<file path="src/rtl/psram_pkg.sv">
// Shared definitions for the PSRAM read-data capture stage: FSM state
// encodings and default widths/latencies.
package psram_pkg;

    typedef enum logic [1:0] {
        ST_IDLE    = 2'd0,
        ST_WAIT    = 2'd1,
        ST_CAPTURE = 2'd2,
        ST_DONE    = 2'd3
    } state_t;

    localparam int IDDR_LAT_DEF = 2;
    localparam int LAT_W_DEF    = 5;
    localparam int BL_W_DEF     = 6;

endpackage

</file>
<file path="src/rtl/psram_rd_capture.sv">
// PSRAM read-data capture: skips initial latency, packs {q0,q1} into 16-bit
// words and streams burst_len words. Define PSRAM_RD_CAPTURE_RWDS_EN to
// qualify each capture cycle on RWDS (rising=1, falling=0).
module psram_rd_capture
    import psram_pkg::*;
#(
    parameter int IDDR_LAT = IDDR_LAT_DEF,
    parameter int LAT_W    = LAT_W_DEF,
    parameter int BL_W     = BL_W_DEF
) (
    input  logic             clk,
    input  logic             reset,
    input  logic             start,
    input  logic             cancel,
    input  logic [LAT_W-1:0] latency,
    input  logic [BL_W-1:0]  burst_len,
    input  logic [7:0]       q0,
    input  logic [7:0]       q1,
    input  logic             rwds_q0,
    input  logic             rwds_q1,
    output logic [15:0]      rdata,
    output logic             rdata_valid,
    output logic             busy,
    output logic             done
);

    localparam int WAIT_W = LAT_W + 2;

    state_t              state;
    logic [WAIT_W-1:0]   wait_cnt;
    logic [BL_W-1:0]     remaining;
    logic [WAIT_W-1:0]   wait_init;
    logic                qualify;

    // Two spare bits keep latency + IDDR_LAT from overflowing.
    assign wait_init = {2'b00, latency} + WAIT_W'(IDDR_LAT);

`ifdef PSRAM_RD_CAPTURE_RWDS_EN
    assign qualify = rwds_q0 & ~rwds_q1;
`else
    logic unused_rwds;
    assign unused_rwds = rwds_q0 | rwds_q1;
    assign qualify     = 1'b1;
`endif

    always_ff @(posedge clk or posedge reset) begin
        if (reset) begin
            state       <= ST_IDLE;
            wait_cnt    <= '0;
            remaining   <= '0;
            rdata       <= 16'h0000;
            rdata_valid <= 1'b0;
            busy        <= 1'b0;
            done        <= 1'b0;
        end else begin
            rdata_valid <= 1'b0;
            done        <= 1'b0;
            // Abort wins over everything; a word sampled now is dropped.
            if (cancel && state != ST_IDLE) begin
                state     <= ST_IDLE;
                busy      <= 1'b0;
                wait_cnt  <= '0;
                remaining <= '0;
            end else begin
                case (state)
                    ST_IDLE: begin
                        if (start) begin
                            remaining <= burst_len;
                            wait_cnt  <= wait_init;
                            busy      <= 1'b1;
                            if (burst_len == '0) begin
                                state <= ST_DONE;
                                done  <= 1'b1;
                            end else if (wait_init == '0) begin
                                state <= ST_CAPTURE;
                            end else begin
                                state <= ST_WAIT;
                            end
                        end
                    end
                    ST_WAIT: begin
                        wait_cnt <= wait_cnt - WAIT_W'(1);
                        if (wait_cnt <= WAIT_W'(1))
                            state <= ST_CAPTURE;
                    end
                    ST_CAPTURE: begin
                        if (qualify) begin
                            rdata       <= {q0, q1};
                            rdata_valid <= 1'b1;
                            remaining   <= remaining - BL_W'(1);
                            // done lands in the same cycle as the last strobe
                            if (remaining == BL_W'(1)) begin
                                state <= ST_DONE;
                                done  <= 1'b1;
                            end
                        end
                    end
                    ST_DONE: begin
                        state <= ST_IDLE;
                        busy  <= 1'b0;
                    end
                    default: begin
                        state <= ST_IDLE;
                        busy  <= 1'b0;
                    end
                endcase
            end
        end
    end

endmodule

</file>
<file path="config.mk">
export PLATFORM = sky130hd
export DESIGN_NAME = psram_rd_capture
export DESIGN_NICKNAME = d
export VERILOG_FILES = /design/src/rtl/psram_pkg.sv /design/src/rtl/psram_rd_capture.sv
export SDC_FILE = /design/constraint.sdc
export NUM_CORES = 1
export LEC_CHECK = 0
export ABC_AREA = 0
export ABC_CLOCK_PERIOD_IN_PS = 3220
export BUFFER_PORTS_ARGS = -buffer_cell sky130_fd_sc_hd__buf_2
export CORE_MARGIN = 2
export CORE_UTILIZATION = 25
export DETAILED_ROUTE_END_ITERATION = 12
export PLACE_DENSITY_LB_ADDON = 0.08
export SLEW_MARGIN = 20
export SYNTH_ARGS = -nofsm -noshare
export SYNTH_HDL_FRONTEND = slang
export SYNTH_SLANG_ARGS = --single-unit
</file>
<file path="constraint.sdc">
create_clock -name clk -period 3.22 [get_ports clk]
set_input_delay 0.322 -clock clk [delete_from_list [all_inputs] [get_ports clk]]
set_output_delay 0.322 -clock clk [all_outputs]
set_load 0.05 [all_outputs]
</file>
# ---- After elaboration in Yosys (flattened, before gate mapping)
# Cells that the tools add are included.
dict set report word_totals {
  in_bits 33
  register_bits 34
  elab_cells 55
  out_inout_bits 19
}
dict set report op_classes {
  n_bitwise 1
  mux 23
  n_reduce_logical 13
  n_eq_ne 7
  magnitude_cmp 1
  addsub 3
}
# operator count
set ops {}
lappend ops {{2-to-1 mux 7 bit} 2}
lappend ops {{one-hot mux 7 bit (2 select lines)} 1}
lappend ops {{2-to-1 mux 2 bit} 6}
lappend ops {{2-to-1 mux 6 bit} 2}
lappend ops {{one-hot mux 6 bit (2 select lines)} 1}
lappend ops {{!= test 3 bit, second input constant} 3}
lappend ops {{nonzero test 3 bit} 3}
lappend ops {{2-to-1 mux 1 bit} 8}
lappend ops {{one-hot mux 2 bit (4 select lines)} 1}
lappend ops {{AND reduction 2 bit} 4}
lappend ops {{less-or-equal comparator 7 x 1 -> 1 bit, second input constant} 1}
lappend ops {{zero test 7 bit} 1}
lappend ops {{subtractor 7 x 1 -> 7 bit, second input constant} 1}
lappend ops {{adder 5 x 2 -> 6 bit, second input constant} 1}
lappend ops {{== test 6 x 1 -> 1 bit, second input constant} 1}
lappend ops {{zero test 6 bit} 1}
lappend ops {{subtractor 6 x 1 -> 6 bit, second input constant} 1}
lappend ops {{== test 2 bit, second input constant} 2}
lappend ops {{one-hot mux 1 bit (2 select lines)} 2}
lappend ops {{AND reduction 3 bit} 1}
lappend ops {{== test 2 x 1 -> 1 bit, second input constant} 1}
lappend ops {{zero test 2 bit} 1}
lappend ops {{nonzero test 2 bit} 1}
lappend ops {{logical AND 1 bit} 1}
lappend ops {{inverter 1 bit} 1}

# ---- Depth between registers and ports, before layout
# Gate-level depths: netlist of run 1.
dict set report logic_depth {
  depth_word 7
  ltp_mapped 8
  depth_no_buf 6
}

# ---- Least setup slack after synthesis of run 1
# OpenSTA, ideal clock, no wires.
dict set report synth_path {
  path_type {register -> register}
  from {register state[0]}
  to {register rdata[1]}
  period_less_slack_ns 1.888
  t_required_ns 3.095
  arrival_time_ns 1.764
  n_path_buf 2
  setup_ns 0.125
  path_slack_ns 1.332
  stages_incl_launch_ff 9
  path_cell_list {dfrtp_1 inv_1 ha_1 nand2b_1 clkbuf_1 nand2_1 inv_2 buf_4 mux2_2}
}
dict set report synth_via {
  elab_chain_len 4
  elab_cells_between_ends 5
  cone_classes {1 x eq/ne; 1 x bitwise; 3 x reduce/logical}
}
# element line
set synth_rtl {}
lappend synth_rtl {{start, declared} psram_rd_capture.sv:29} ;# state_t state;
lappend synth_rtl {{start signal, assigned} psram_rd_capture.sv:48} ;# state <= ST_IDLE;
lappend synth_rtl {{start signal, assigned} psram_rd_capture.sv:60} ;# state <= ST_IDLE;
lappend synth_rtl {{start signal, assigned} psram_rd_capture.sv:72} ;# state <= ST_DONE;
lappend synth_rtl {{nonzero test 2 bit} psram_rd_capture.sv:59} ;# if (cancel && state != ST_IDLE) begin
lappend synth_rtl {{logical AND 1 bit} psram_rd_capture.sv:59}
lappend synth_rtl {{inverter 1 bit (no source line)} n/a}
lappend synth_rtl {{AND reduction 2 bit (no source line) *} n/a}
lappend synth_rtl {{end signal, assigned} psram_rd_capture.sv:88} ;# rdata <= {q0, q1};
lappend synth_rtl {{end, declared} psram_rd_capture.sv:21} ;# output logic [15:0] rdata,
# Every way passes the cells marked *; elsewhere a longest branch is shown, timed or not.
# A chain may end at the register's enable or synchronous reset.

# ---- Final worst setup path of run 1
dict set report layout_path {
  from {register state[0]}
  to {register rdata[13]}
}
# Same word-level chain as after synthesis.

==> impl_metrics.csv, run 1 <==
group,metric,value,unit
outcome,status,"finished clean",
global_routing,grt_pass1_vias,1480,
sta,finClkSkew,0.008723,ns
finish,syn2layout_area_growth,26.35,%
pwr,p_clk_frac,0.173,
clock_tree,cts_tree,"done",
synthesis,synth-xor-area-share,0.01863,
synthesis,yosysSeqAreaShare,0.4524,
finish,antenna_cells,0,
sta,fin_crit_sh,0.7291,
worst_setup_path,crit_type,"flip-flop to flip-flop",
finish,drive_above_1_share,0.4063,
synthesis,ys.flop_type,"dfrtp_1",
global_routing,grtUsageTotal,0.1078,
sta,grt_setup_unrepaired,"false",
sta,hold-worst-slack,0.1103,ns
synthesis,yosysUniqueCellTypes,43,
clock_tree,numCtsBuffers,5,
synthesis,ys_ff_latch,34,
clock_tree,cts_setup_buffers,0,
run,max_cap_viol_count,0,
floorplan,dieArea,8232,sq um
synthesis,post_synth.cell_area_avg,11.06,sq um
sta,fmax,425.9,MHz
synthesis,synth_area_leaders,"dfrtp_1 45%, mux2_2 13%, ha_1 6.0%",
worst_setup_path,rr_startpoint,"state[0]",
sta,slew_violations,0,
clock_tree,h-tree-depth,2,
hold_path,hold_path_class,"primary input to asynchronous set/reset pin",
synthesis,synth.largest_area_cell,"dfrtp_1",
worst_setup_path,cp-end-kind,"flip-flop",
sta,tns,0,ns
synthesis,ys_async_sr_fraction,1.000,
sta,setup_viol,0,
clock_tree,holdBufCountCts,0,
placement,place.gp.congestion,0.7294,
synthesis,yosysTopAreaCellShare,0.4524,
pwr,peakVddDrop,446.1,uV
global_routing,grt_pass1_wl,7.169,mm
floorplan,initial_utilization,0.2593,
pwr,p_per_area,1161,nW/um^2
routing,routed_wirelength,4.226,mm
finish,nets,265,
floorplan,fp.dieH,90.73,microns
pwr,p_leak,1.130,nW
floorplan,io_pins,52,
synthesis,ys_warn_count,0,
synthesis,syn_nets,212,
routing,first_iter_violations,37,
routing,drt-pass1-iter-count,4,
clock_tree,clockBufferDepth,2,
synthesis,syn-instance-count,170,
sta,hold_violations,0,
worst_setup_path,critPathLaunchType,"flip-flop",
synthesis,synth_edf_count,0,
worst_setup_path,path_max_fanout,18,
synthesis,synth_top_family_by_area,"compound AO/OA/AOI/OAI gates",
worst_setup_path,cp.required,3.39,ns
global_routing,gr-total-overflow,0,
floorplan,die_w,90.73,microns
global_routing,grt_max_degree,19,
finish,fillCellCount,780,
pwr,total_power,2.758,mW
pwr,power.switching,1.244,mW
synthesis,synth_compound_area_frac,0.1657,
pwr,p_comb_frac,0.543,
clock_tree,clock-sinks,34,
pwr,intPower,1.514,mW
sta,worst_pin_slew,0.6467,ns
routing,vias,1446,
routing,routedWlPerCell,13.08,microns
routing,ant_nets,0,
routing,drcViolationCount,0,
floorplan,core-area,7253,sq um
routing,avgViaCountPerCell,4.477,
pwr,p_sw_frac,0.4509,
synthesis,synthTopCellsByCount,"34 x dfrtp_1, 21 x mux2_2, 17 x inv_1",
clock_tree,clk_latency,0.29,ns
synthesis,syn-cell-area,1881,sq um
synthesis,synth_fa_ha_area_frac,0.05988,
synthesis,synth_most_common_cell,"dfrtp_1",
sta,slew_headroom,0.5660,
clock_tree,clkTransAtPathRegs,0.08,ns
global_routing,antenna_found_initial,0,
sta,period_needed,2.348,ns
worst_setup_path,startpoint,"state[0]",
pwr,seq_power_share,0.283,
floorplan,core.rowCount,31,
clock_tree,cts-root-buf,"clkbuf_8",
synthesis,synth-simple-area-share,0.1011,
placement,port_buffers,49,
worst_setup_path,arrival,2.51,ns
clock_tree,cts_resized,0,
placement,dp.final_hpwl,3.113,mm
synthesis,synth_mux_area_frac,0.1524,
-- final timing paths --
check,endpoint,slack (ns),cells after the start
setup / recovery,rdata[13],0.87,6
hold / removal,wait_cnt[6],0.11,2
setup reg to reg,rdata[13],0.87,6
hold reg to reg,rdata[15],0.51,1
max in group asynchronous,remaining[3],2.41,3
min in group clk,rdata[6],0.26,2
-- cell families after synthesis --
group	Yosys count
AOI/OAI and AO/OA	40
adders and majority gates	9
buffers and inverters	23
xor gates and xnor gates	4
and+or+nand+nor	34
DFF	34
muxes	26
-- stage by stage --
stage	area (sq um)	instances	utilization	setup WS, ns
final	2376	323	0.3276	0.8722
after detailed placement	2238	315	0.3086	0.8508
after CTS	2376	323	0.3276	0.8338
after global placement	2238	315	0.3086	0.8232
after global routing	2376	323	0.3276	0.6540
after floorplan	1881	170	-	1.332
-- cell type report --
cell class                      count  area [sq um]  area share
Multi-Input combinational cell    113         935.9      0.3939
Timing Repair Buffer               51         260.3      0.1095
Clock buffer                        5         68.82     0.02896
Tap cell                           99         123.9     0.05213
Sequential cell                    34         850.8      0.3581
Inverter                           18         67.56     0.02844
Clock inverter                      3         68.82     0.02896
-- registers in the layout, indices dropped and copies added, names as in the netlist --
signal	flops
wait_cnt	7
state	2
busy	1
rdata	16
rdata_valid	1
remaining	6
done	1
-- layout by cell type (no fill, tap or decap), types with 2 or more instances in the layout --
cell,n
a22o_2,2
xnor2_1,2
or4_1,2
buf_4,2
a31o_2,3
nor2_1,4
dfrtp_1,34
buf_2,49
nand2_1,10
a22o_1,9
o41ai_1,2
nor3_1,3
clkbuf_8,5
ha_1,9
o31ai_1,2
o22ai_1,3
mux2_2,21
o21ai_1,2
a31oi_1,4
a21oi_1,3
xor2_1,2
inv_1,17
nor4_1,2
mux2i_1,5
o21ai_0,3
bufinv_16,2
nand3_1,3
-- critical path, cell delays in order, from the launching register on --
cell	delay [ns]
dfrtp_1	0.45
inv_1	0.16
ha_1	0.37
nand2b_1	0.33
nand2_1	0.18
inv_2	0.35
mux2_2	0.38
-- layer usage --
layer	up-vias	track usage	share of wire
met5	-	0	0
met2	44	0.1617	0.41
met3	4	0.03005	0.060
met4	0	0.03462	0.0097
met1	674	0.1495	0.52
li1	724	-	-
-- power groups by stage --
| stage | Sequential (mW) | Clock [mW] | Combinational, mW |
|---|---|---|---|
| floorplan | 1.16 | 0 | 0.809 |
| global placement | 0.787 | 0 | 1.52 |
| detailed placement | 0.785 | 0 | 1.52 |
| CTS | 0.779 | 0.502 | 1.52 |
| global route | 0.811 | 0.520 | 1.64 |
| finish | 0.781 | 0.478 | 1.50 |
Power figures use the tool's default switching activity.
==> inputs of run 2 (changes only) <==
--- a/config.mk
+++ b/config.mk
@@ -6,7 +6,7 @@
 export NUM_CORES = 1
 export LEC_CHECK = 0
 export ABC_AREA = 0
-export ABC_CLOCK_PERIOD_IN_PS = 3220
+export ABC_CLOCK_PERIOD_IN_PS = 2000
 export BUFFER_PORTS_ARGS = -buffer_cell sky130_fd_sc_hd__buf_2
 export CORE_MARGIN = 2
 export CORE_UTILIZATION = 25
==> constraint.sdc (replaced) <==
create_clock -name clk -period 2 [get_ports clk]
set_input_delay 0.2 -clock clk [delete_from_list [all_inputs] [get_ports clk]]
set_output_delay 0.2 -clock clk [all_outputs]
set_load 0.05 [all_outputs]
==> impl_metrics.csv, run 2 (synthesized netlist as in run 1, its figures left out) <==
group,metric,value,unit
routing,avgViaCountPerCell,4.458,
sta,tns,0,ns
sta,setup_viol,0,
worst_setup_path,cp.required,2.18,ns
global_routing,grtUsageTotal,0.1096,
routing,drt-pass1-iter-count,4,
placement,port_buffers,49,
routing,ant_nets,0,
finish,final_cell_mix,"49 x buf_2, 34 x dfrtp_1, 21 x mux2_2",
global_routing,antenna_found_initial,0,
worst_setup_path,cp-end-kind,"flip-flop",
clock_tree,cts_resized,0,
worst_setup_path,r2r_end,"state[1]",
floorplan,io_pins,52,
routing,first_iter_violations,47,
clock_tree,h-tree-depth,2,
run,max_cap_viol_count,0,
clock_tree,clkTransAtPathRegs,0.08,ns
pwr,p_leak,1.168,nW
clock_tree,holdBufCountCts,0,
finish,finalNonFillerCells,334,
sta,grt_setup_unrepaired,"false",
sta,hold_violations,0,
sta,slew_headroom,0.6902,
clock_tree,numCtsBuffers,5,
finish,finish.utilization,0.3336,
finish,fillCellCount,766,
worst_setup_path,reg2reg_depth,6,
worst_setup_path,critPathLaunchType,"flip-flop",
finish,regArea,850.8,sq um
finish,largest-register,"rdata",
global_routing,grt_pass1_vias,1543,
pwr,p_per_area,1807,nW/um^2
sta,fmax,559.2,MHz
sta,fin_crit_sh,0.8942,
outcome,status,"finished clean",
finish,final_common_cell,"buf_2",
placement,dp.cells,327,
worst_setup_path,worst_path_max_delay_cell,"dfrtp_1",
global_routing,grt_pass1_wl,7.224,mm
worst_setup_path,crit_chain,"inv_1 -> ha_1 -> nand2b_1 -> nand2_1 -> o221ai_2 -> mux2_2",
sta,slew_violations,0,
sta,period_needed,1.788,ns
global_routing,gr-total-overflow,0,
hold_path,hold_path_class,"primary input to asynchronous set/reset pin",
sta,finClkSkew,0.008839,ns
worst_setup_path,rr_startpoint,"state[1]",
worst_setup_path,r2r_setup_slack,0.21,ns
global_routing,grt_max_degree,35,
floorplan,core-area,7253,sq um
floorplan,die_w,90.73,microns
finish,multiInputGateArea,935.9,sq um
floorplan,dieArea,8232,sq um
worst_setup_path,max_stage_delay,0.38,ns
routing,routedWlPerCell,12.85,microns
finish,nets,277,
placement,place.gp.congestion,0.7162,
floorplan,fp.dieH,90.73,microns
clock_tree,cts_tree,"done",
clock_tree,clock-sinks,34,
finish,syn2layout_area_growth,28.68,%
routing,routed_wirelength,4.291,mm
worst_setup_path,arrival,1.96,ns
placement,dp.final_hpwl,3.192,mm
worst_setup_path,critPathBufInv,1,
finish,top_regs,"rdata (16), wait_cnt (7), remaining (6)",
sta,worst_pin_slew,0.4605,ns
worst_setup_path,crit_type,"flip-flop to flip-flop",
worst_setup_path,path_max_fanout,5,
clock_tree,clk_latency,0.28,ns
worst_setup_path,cp_top_family,"flip-flops",
routing,drcViolationCount,0,
finish,drive_above_1_share,0.4340,
floorplan,core.rowCount,31,
clock_tree,cts-root-buf,"clkbuf_8",
clock_tree,cts_setup_buffers,0,
finish,antenna_cells,0,
floorplan,initial_utilization,0.2593,
pwr,peakVddDrop,493.9,uV
finish,largest_reg_flops,16,
pwr,total_power,4.372,mW
routing,vias,1489,
clock_tree,clockBufferDepth,2,
## run 2: cell types whose count changed in the layout (fill, tap and decap cells not counted), sizes merged
cell / change
buf: +12
bufinv: -2
clkinv: +1
## run 2: report_power, final
part | leakage [nW] | internal [mW] | switching, mW
combinational | 0.702 | 1.11 | 1.55
clock | 0.0438 | 0.234 | 0.256
sequential | 0.422 | 1.01 | 0.215
total | 1.17 | 2.35 | 2.02
## run 2: worst register-to-register path, stage by stage, from the launching register on
cell,delay (ns)
dfrtp_1,0.38
inv_1,0.08
ha_1,0.22
nand2b_1,0.22
nand2_1,0.15
o221ai_2,0.27
mux2_2,0.36
## run 2: worst max path at each step
| stage | startpoint | cells after the start | slack [ns] | to |
|---|---|---|---|---|
| final | state[1] | 6 | 0.21 | state[1] |
| after global routing | state[0] | 6 | 0.07 | state[1] |
| after CTS | state[1] | 6 | 0.18 | state[1] |
| after detailed placement | state[0] | 6 | 0.20 | state[1] |
| after global placement | state[0] | 6 | 0.21 | state[1] |
| after floorplan | state[0] | 8 | 0.11 | rdata[1] |
## run 2: layout make-up
type,count,area share
multi-input cells,113,0.3868
flip-flops and latches,34,0.3516
repair buffers,63,0.1499
well taps,99,0.05119
clock buffers,5,0.02844
inverters,18,0.02792
clock inverters,2,0.004137
## run 2: per-stage QoR
stage / hold slack [ns] / setup WS, ns / instance area (sq um)
floorplan: 0.2976 / 0.1115 / 1881
global route: 0.05178 / 0.06787 / 2420
CTS: 0.03014 / 0.1823 / 2420
global placement: 0.3381 / 0.2093 / 2341
detailed placement: 0.3377 / 0.1986 / 2341
finish: 0.008045 / 0.2116 / 2420
## run 2: layer usage
metal	vias up	share of wire	wire length (microns)	GRT usage
met3	4	0.060	258	0.03339
met5	-	0	0	0
met1	694	0.52	2246	0.1468
li1	744	-	-	-
met4	0	0.012	53	0.03846
met2	47	0.40	1733	0.1667
==> inputs of run 3 (changes only) <==
--- a/config.mk
+++ b/config.mk
@@ -10,6 +10,7 @@
 export BUFFER_PORTS_ARGS = -buffer_cell sky130_fd_sc_hd__buf_2
 export CORE_MARGIN = 2
 export CORE_UTILIZATION = 25
+export CTS_BUF_LIST = sky130_fd_sc_hd__clkbuf_4
 export DETAILED_ROUTE_END_ITERATION = 12
 export PLACE_DENSITY_LB_ADDON = 0.08
 export SLEW_MARGIN = 20
==> impl_metrics.csv, run 3 (synthesized netlist as in run 1, its figures left out) <==
group,metric,value,unit
sta,fin_crit_sh,0.8995,
finish,top_regs,"rdata (16), wait_cnt (7), remaining (6)",
worst_setup_path,worst_path_max_delay_cell,"dfrtp_1",
floorplan,fp.dieH,90.73,microns
finish,antenna_cells,0,
routing,avgViaCountPerCell,4.531,
finish,final_cell_mix,"49 x buf_2, 34 x dfrtp_1, 21 x mux2_2",
worst_setup_path,crit_type,"flip-flop to flip-flop",
finish,largest-register,"rdata",
run,max_cap_viol_count,0,
floorplan,core.rowCount,31,
worst_setup_path,critPathBufInv,1,
worst_setup_path,cp_top_family,"flip-flops",
placement,port_buffers,49,
sta,grt_setup_unrepaired,"false",
floorplan,dieArea,8232,sq um
clock_tree,cts-root-buf,"clkbuf_4",
sta,period_needed,1.799,ns
clock_tree,cts_tree,"done",
finish,final_common_cell,"buf_2",
routing,routedWlPerCell,12.90,microns
finish,syn2layout_area_growth,27.54,%
worst_setup_path,startpoint,"state[1]",
pwr,peakVddDrop,494.3,uV
routing,vias,1518,
sta,fmax,555.9,MHz
finish,largest_reg_flops,16,
floorplan,die_w,90.73,microns
worst_setup_path,reg2reg_depth,6,
worst_setup_path,max_stage_delay,0.39,ns
sta,setup_viol,0,
clock_tree,clock-sinks,34,
worst_setup_path,cp_num_cells,6,
worst_setup_path,r2r_setup_slack,0.20,ns
placement,place.gp.congestion,0.7162,
routing,ant_nets,0,
sta,hold_violations,0,
clock_tree,numCtsBuffers,5,
clock_tree,clkTransAtPathRegs,0.12,ns
sta,slew_headroom,0.6918,
global_routing,antenna_found_initial,0,
worst_setup_path,cp.required,2.23,ns
worst_setup_path,rr_startpoint,"state[1]",
pwr,p_leak,1.159,nW
clock_tree,clk_latency,0.33,ns
worst_setup_path,path_max_fanout,5,
finish,nets,278,
global_routing,grt_max_degree,35,
worst_setup_path,crit_chain,"inv_1 -> ha_1 -> nand2b_1 -> nand2_1 -> o221ai_2 -> mux2_2",
sta,hold-worst-slack,0.09553,ns
global_routing,grtUsageTotal,0.1099,
hold_path,hold_path_class,"primary input to flip-flop",
global_routing,gr-total-overflow,0,
worst_setup_path,critPathLaunchType,"flip-flop",
global_routing,grt_pass1_wl,7.238,mm
finish,design_area,2399,sq um
clock_tree,clockBufferDepth,2,
floorplan,initial_utilization,0.2593,
sta,worst_pin_slew,0.4581,ns
floorplan,core-area,7253,sq um
finish,drive_above_1_share,0.4322,
routing,first_iter_violations,44,
worst_setup_path,arrival,2.03,ns
worst_setup_path,r2r_end,"state[1]",
routing,drt-pass1-iter-count,4,
worst_setup_path,crit_end,"state[1]",
finish,fillCellCount,772,
sta,slew_violations,0,
floorplan,io_pins,52,
global_routing,grt_pass1_vias,1546,
pwr,p_per_area,1772,nW/um^2
routing,routed_wirelength,4.323,mm
routing,drcViolationCount,0,
outcome,status,"finished clean",
placement,placed_area,2341,sq um
placement,dp.final_hpwl,3.192,mm
clock_tree,h-tree-depth,2,
pwr,total_power,4.250,mW
sta,finClkSkew,0.01189,ns
worst_setup_path,cp-end-kind,"flip-flop",
sta,tns,0,ns
[run 3: cell count changes in the layout (fill, tap and decap cells not counted), sizes merged]
cell	change
dlygate4sd3	+1
[run 3: layout make-up]
type | instances | area [sq um] | share of cell area
clock inverter | 2 | 10.01 | 0.004173
multi-input combinational | 113 | 935.9 | 0.3902
tap | 99 | 123.9 | 0.05164
timing repair buffer | 64 | 372.9 | 0.1555
inverter | 18 | 67.56 | 0.02817
clock buffer | 5 | 37.54 | 0.01565
sequential | 34 | 850.8 | 0.3547
[run 3: worst min path at each step]
stage	slack [ns]	cells past startpoint	from	end
2_1_floorplan	0.30	1	cancel	busy
3_3_place_gp	0.34	3	reset	rdata[2]
3_5_place_dp	0.34	3	reset	rdata[2]
4_1_cts	0.07	2	q1[6]	rdata[6]
5_1_grt	0.06	2	q1[7]	rdata[7]
6_report	0.1	2	q0[7]	rdata[15]
[run 3: report_power, final]
group	switching, mW	internal [mW]
Combinational	1.55	1.11
Clock	0.243	0.127
Sequential	0.217	1.01
Total	2.01	2.24
[run 3: timing repair]
action                                 CTS  global route
buffers inserted                         0             0
gates resized for setup                  0             0
endpoints found under the hold margin   34             0
hold buffers                             1             0
[run 3: worst register-to-register path: cells and delay by family, from the launching register on]
kind                     cells  cell delay [ns]
AO/OA/AOI/OAI                1             0.27
adder cells (fa/ha/maj)      1             0.22
buffers and inverters        1             0.08
flip-flops                   1             0.39
multiplexers                 1             0.36
AND/OR/NAND/NOR              2             0.37
[run 3: per-layer routing]
layer  global-route usage  vias to the layer above  part of all wire
li1                     -                      747                 -
met1               0.1478                      718              0.53
met2               0.1667                       51              0.40
met3              0.03589                        2             0.068
met4              0.03462                        0            0.0072
met5                    0                        -                 0
[run 3: stage by stage]
stage | setup slack [ns] | cells | util
floorplan | 0.1115 | 170 | -
detailed placement | 0.1986 | 327 | 0.3228
finish | 0.2010 | 335 | 0.3307
global placement | 0.2093 | 327 | 0.3228
global route | 0.05403 | 335 | 0.3307
CTS | 0.1828 | 335 | 0.3307
